===== src/rtl/switch_led_io.sv =====
// rtl/switch_led_io.sv - memory-mapped 24-bit LED bank and debounced 24-bit switch bank
//
// Purpose: drives a registered 24-bit LED bank from CPU stores and returns a
// synchronised (and optionally debounced) image of 24 board switches to CPU loads.
//
// Ports:
//   clock        in   1   system clock, rising-edge
//   reset        in   1   asynchronous active-high reset
//   led_ctrl     in   1   LED chip-select (store)
//   switch_ctrl  in   1   switch chip-select (load)
//   addr_in      in  32   byte address
//   write_data   in  32   store data
//   switch_in    in  24   raw asynchronous switch levels
//   led_out      out 24   registered LED drive
//   io_rdata     out 16   switch read data
//
// Configuration macro: SWITCH_DEBOUNCE_EN
//   defined   - switches must be stable for DEBOUNCE_CYCLES edges before acceptance
//   undefined - stable image follows the synchroniser output directly

module switch_led_io #(
  parameter logic [31:0] LED_ADDR        = 32'hFFFF_FC60,
  parameter logic [31:0] SW_ADDR         = 32'hFFFF_FC70,
  parameter int unsigned DEBOUNCE_CYCLES = 1_000_000
) (
  input  logic        clock,
  input  logic        reset,
  input  logic        led_ctrl,
  input  logic        switch_ctrl,
  input  logic [31:0] addr_in,
  input  logic [31:0] write_data,
  input  logic [23:0] switch_in,
  output logic [23:0] led_out,
  output logic [15:0] io_rdata
);

  localparam logic [31:0] LED_HI_ADDR = LED_ADDR + 32'd2;
  localparam logic [31:0] SW_HI_ADDR  = SW_ADDR + 32'd2;

  // Only the low half-word of the store bus ever reaches the LEDs.
  logic unused_wdata;
  assign unused_wdata = ^write_data[31:16];

  // ---------------------------------------------------------------------------
  // LED bank
  // ---------------------------------------------------------------------------
  logic [23:0] led_q, led_d;

  always_comb begin
    led_d = led_q;
    if (led_ctrl) begin
      if (addr_in == LED_ADDR) begin
        led_d[15:0] = write_data[15:0];
      end else if (addr_in == LED_HI_ADDR) begin
        led_d[23:16] = write_data[7:0];
      end
    end
  end

  always_ff @(posedge clock or posedge reset) begin
    if (reset) begin
      led_q <= '0;
    end else begin
      led_q <= led_d;
    end
  end

  assign led_out = led_q;

  // ---------------------------------------------------------------------------
  // Switch synchroniser
  // ---------------------------------------------------------------------------
  logic [23:0] s1_q, s2_q;
  logic [23:0] stable_q, stable_d;

  always_ff @(posedge clock or posedge reset) begin
    if (reset) begin
      s1_q <= '0;
      s2_q <= '0;
    end else begin
      s1_q <= switch_in;
      s2_q <= s1_q;
    end
  end

`ifdef SWITCH_DEBOUNCE_EN
  // ---------------------------------------------------------------------------
  // Debouncer: one shared counter for the whole vector, so any bit changing
  // restarts acceptance for every switch.
  // ---------------------------------------------------------------------------
  localparam int unsigned CW = $clog2(DEBOUNCE_CYCLES + 1);
  localparam logic [CW-1:0] CNT_LAST = CW'(DEBOUNCE_CYCLES - 1);

  logic [23:0]   cand_q, cand_d;
  logic [CW-1:0] cnt_q, cnt_d;

  always_comb begin
    cand_d   = cand_q;
    cnt_d    = cnt_q;
    stable_d = stable_q;
    if (s2_q != cand_q) begin
      cand_d = s2_q;
      cnt_d  = '0;
    end else if (cand_q != stable_q) begin
      // Accept on the last count value; the counter never runs past it.
      if (cnt_q == CNT_LAST) begin
        stable_d = cand_q;
        cnt_d    = '0;
      end else begin
        cnt_d = cnt_q + CW'(1);
      end
    end else begin
      cnt_d = '0;
    end
  end

  always_ff @(posedge clock or posedge reset) begin
    if (reset) begin
      cand_q   <= '0;
      cnt_q    <= '0;
      stable_q <= '0;
    end else begin
      cand_q   <= cand_d;
      cnt_q    <= cnt_d;
      stable_q <= stable_d;
    end
  end
`else
  always_comb begin
    stable_d = s2_q;
  end

  always_ff @(posedge clock or posedge reset) begin
    if (reset) begin
      stable_q <= '0;
    end else begin
      stable_q <= stable_d;
    end
  end
`endif

  // ---------------------------------------------------------------------------
  // Switch read path (combinational from the registered stable image)
  // ---------------------------------------------------------------------------
  always_comb begin
    io_rdata = 16'h0000;
    if (switch_ctrl) begin
      if (addr_in == SW_ADDR) begin
        io_rdata = stable_q[15:0];
      end else if (addr_in == SW_HI_ADDR) begin
        io_rdata = {8'h00, stable_q[23:16]};
      end
    end
  end

endmodule


===== config.mk =====
export PLATFORM = sky130hd
export DESIGN_NAME = switch_led_io
export DESIGN_NICKNAME = d
export VERILOG_FILES = /design/src/rtl/switch_led_io.sv
export SDC_FILE = /design/constraint.sdc
export NUM_CORES = 1
export LEC_CHECK = 0
export CAP_MARGIN = 20
export CORE_ASPECT_RATIO = 1.2
export CORE_MARGIN = 4
export CORE_UTILIZATION = 47
export CTS_BUF_LIST = sky130_fd_sc_hd__clkbuf_8
export CTS_CLUSTER_SIZE = 30
export DETAILED_ROUTE_END_ITERATION = 12
export PLACE_DENSITY = 0.95
export SETUP_SLACK_MARGIN = 0.4
export SLEW_MARGIN = 20
export SYNTH_ARGS = -nofsm -noshare
export SYNTH_HDL_FRONTEND = slang
export SYNTH_SLANG_ARGS = --single-unit

===== constraint.sdc =====
create_clock -name clock -period 4.3 [get_ports clock]
set_input_delay 0.43 -clock clock [delete_from_list [all_inputs] [get_ports clock]]
set_output_delay 0.43 -clock clock [all_outputs]
set_load 0.005 [all_outputs]

# --- Word level (Yosys, flattened, before mapping) ---
# Index checks and enable logic that the tools add are counted.
totals:
  regBits: 96
classes:
  bitwise_logic: 1
  n_eq_ne: 4
  mux: 3
  n_reduce_logical: 2
ops:
  columns: ["operator", "count"]
  rows:
  - ["32-bit equality test (second input constant)", 4]
  - ["16-bit two-way mux", 2]
  - ["8-bit two-way mux", 1]
  - ["3-bit AND reduction", 1]
  - ["2-bit AND reduction", 1]
  - ["1-bit inverter", 1]

# --- Longest topological paths before layout ---
logic_depth:
  depth_word: 4
  mapped_depth: 5
  mapped_depth_nobuf: 4

# --- Least setup slack after synthesis ---
# Ideal clock, no wire load.
synth_timing:
  kind: "input to output"
  startpoint: "in addr_in[7]"
  endpoint: "out io_rdata[13]"
  arrival_ns: 1.961
  required_ns: 3.870
  path_buffers: 1
  path_slack_ns: 1.909
  cell_stages: 5
  cell_sequence: "or4b_4 nor4_4 nand4_2 buf_2 nor3b_1"
synth_via:
  elab_chain_len: 3
synth_rtl:
  columns: ["item", "line", "source"]
  rows:
  - ["from (decl)", "30", "input logic [31:0] addr_in,"]
  - ["32-bit equality test", "148", "if (addr_in == SW_ADDR) begin"]
  - ["16-bit two-way mux", "148", null]
  - ["16-bit two-way mux", "147", "if (switch_ctrl) begin"]
  - ["to (decl)", "34", "output logic [15:0] io_rdata"]
# No other way between the ends.

# --- Worst setup path in the final report ---
layout_timing:
  startpoint: "in addr_in[7]"
  endpoint: "out io_rdata[8]"
# The elaborated chain is that of the path after synthesis.

==> run_results.csv <==
group,metric,value,unit
run_status,status,"complete, no violations",
layout,antennaDiodeCount,0,
die,die_width,81.8,um
route,detailroute.via_count,1764,
timing,totalNegativeSetupSlack,0,ns
clock_tree,tritoncts,"done",
grt,grt_util_all_layers,15.2,%
timing,clock_period_minus_worst_slack,3.55,ns
die,std_cell_rows,32,
route,detailedRoute.firstPassIterationCount,4,
synthesis,syn-instance-count,163,
clock_tree,cts_max_path_buffers,2,
synthesis,yosys.area_share.simple,8.16,%
synthesis,ys_warn_count,0,
grt,grt_first_pass_wirelength,8640,um
timing,grt_setup_unrepaired,"false",
critical_path,worstPathArrival,3.12,ns
critical_path,cp_slowest_cell,"or4b_4",
grt,globalRoute.totalOverflow,0,
critical_path,end_kind,"output pin",
critical_path,stage_delay_of_the_slowest_cell_on_the_critical_path,0.55,ns
layout,mostFrequentLayoutCells,"clkdlybuf4s50_1, dfrtp_1, mux2_2",
worst_hold_path,worstHoldPathCells,0,
route,avgViaCountPerCell,4.72,
pwr,cellPowerDensity,352,nW/um^2
synthesis,synth.net_count,255,
pwr,ir_drop,0.272,mV
route,detail-route-antenna-nets,0,
synthesis,post_synth_instance_area,3070,sq um
die,initial_utilization,47.9,%
die,coreArea,6410,sq um
synthesis,synth.mux.area_fraction,12.6,%
clock_tree,cts_root_buffer,"clkbuf_8",
critical_path,worstPathCellList,"clkdlybuf4s50_1, or4b_4, nor4_4, nand4_2, nor3b_1, clkdlybuf4s50_1",
synthesis,synth_compound_gate_area_share,0,%
critical_path,crit_path_frequent_cell,"clkdlybuf4s50_1",
route,dr.first_iter.drc_count,35,
placed_design,placement.io_buffers,115,
layout,area.growth.synth_to_final,46.3,%
timing,achievable-frequency,282,MHz
critical_path,timing.critical_path.fanout_max,16,
critical_path,required,3.87,ns
placed_design,detailedPlacementHpwl,4220,um
layout,layout_commonest_cell,"clkdlybuf4s50_1",
synthesis,synth.largest_area_cell,"dfrtp_1",
synthesis,synth_edf_count,0,
synthesis,synth_ff_type,"dfrtp_1",
route,post_drt_wl_per_cell,15.0,um
synthesis,ys_ff_latch,96,
critical_path,ff2ff_path_depth,1,
die,die_y,96.5,um
critical_path,startpoint_type,"input port",
synthesis,seq_total_area_yosys,78.3,%
route,drt-total-wl,5600,um
clock_tree,cts.sink_count,96,
clock_tree,source_to_sink_clock_delay_at_the_later_pin_of_the_worst_skew_pair,0.35,ns
worst_hold_path,min-delay-path-class,"register to register",
synthesis,post_synth_fa_ha_maj_area_fraction,0,%
clock_tree,htreeDepth,3,
clock_tree,cts_resized,0,
clock_tree,number_of_hold_buffers_added_after_cts,0,
timing,relative_slew_slack,41.7,%
layout,finalNonFillerCells,374,
synthesis,area_share_of_the_largest_cell_type_after_synthesis,78.3,%
die,design.portCount,132,
layout,num-nets-final,377,
grt,grt_start_max_net_pins,97,
grt,grt_pass1_vias,1888,
synthesis,post_synth_num_cell_types,19,
timing,fin_crit_sh,82.6,%
placed_design,gpl.final_weighted_congestion,0.706,
synthesis,postSynthAreaPerCell,18.8,sq um
synthesis,synth.top_cells.by_area,"dfrtp_1, mux2_2, mux2_4",
critical_path,crit_type,"input port to output pin",
timing,final_hold_viol_count,0,
timing,worst_clk_skew,0.00660,ns
layout,drive_gt1_share,15.9,%
placed_design,post-place-cells,359,
flow_run,max_cap_violations,0,
clock_tree,postCtsSetupRepairBufs,0,
pwr,leakage,2.05,nW
route,drt_drc_violations_left,0,
synthesis,combinational_family_with_the_most_area_after_synthesis,"multiplexers",
grt,antenna_found_initial,0,
clock_tree,cts_made_buffers,9,
clock_tree,cts.reportedPaths.clkPinSlew,0.09,ns
timing,slew_violations,0,
timing,tightest_slew,0.872,ns
die,die_area,7890,sq um
timing,setup-violations-final,0,
synthesis,ys_async_sr_fraction,100,%
synthesis,synth-xor-area-share,0,%
## final cells by class
class                      instances  area (sq um)
clock inverter                     6          57.6
tap                               85           106
timing repair buffer             115          1150
inverter                           1          8.76
multi-input combinational         62           638
clock buffer                       9           124
fill                             443          1920
sequential                        96          2400
## per-stage QoR
step           total power [W]  hold WS, ns  util, %  setup slack [ns]  area (sq um)
6_report               0.00158        0.349     70.1             0.748          4490
5_1_grt                0.00166        0.363     70.1             0.569          4490
4_1_cts                0.00161        0.352     70.0             0.689          4490
3_5_place_dp           0.00107        0.335     67.2             0.699          4300
3_3_place_gp           0.00106        0.331     67.2             0.716          4300
2_1_floorplan         0.000986        0.331        -              1.36          3070
## kinds of logic after synthesis
kind of cell / Yosys count
flops: 96
simple gates: 30
buf+inv: 5
mux: 32
## critical path, delay by kind of cell
| kind | cells | cell delay (ns) |
|---|---|---|
| buffers and inverters | 2 | 0.96 |
| AND/OR/NAND/NOR | 4 | 1.74 |
## synth_stat cells, types with 2 or more instances
| master | n |
|---|---|
| mux2i_1 | 8 |
| mux2_2 | 14 |
| mux2_4 | 10 |
| dfrtp_1 | 96 |
| nor4_4 | 2 |
| nand4_2 | 2 |
| nor2_1 | 8 |
| nand4_1 | 3 |
| nor3b_1 | 8 |
| nand4b_1 | 3 |
## state kept, by name, summed over array words and instances (netlist names)
signal    flops
led_out      24
s2_q         24
stable_q     24
s1_q         24
## worst paths after layout
check                            from          end  slack (ns)
max                        addr_in[7]  io_rdata[8]        0.75
max in group asynchronous       reset   led_out[6]        3.16
min                           s2_q[1]  stable_q[1]        0.35
max reg2reg                led_out[3]   led_out[3]        3.53
min in group asynchronous       reset     s1_q[12]        0.60
min reg2reg                   s2_q[1]  stable_q[1]        0.35
## metal layers
| layer | vias up | global-route usage, % | part of all wire (%) |
|---|---|---|---|
| li1 | 807 | - | - |
| met5 | - | 0 | 0 |
| met1 | 876 | 15.4 | 34 |
| met2 | 70 | 27.8 | 55 |
| met3 | 11 | 4.73 | 9.0 |
| met4 | 0 | 7.48 | 1.9 |
## power by group
| group | internal (W) | total [W] | switching [W] |
|---|---|---|---|
| Clock | 0.000222 | 0.000534 | 0.000312 |
| Sequential | 0.000936 | 0.000945 | 0.00000892 |
| Combinational | 0.0000666 | 0.000101 | 0.0000340 |
Power figures use the tool's default switching activity.
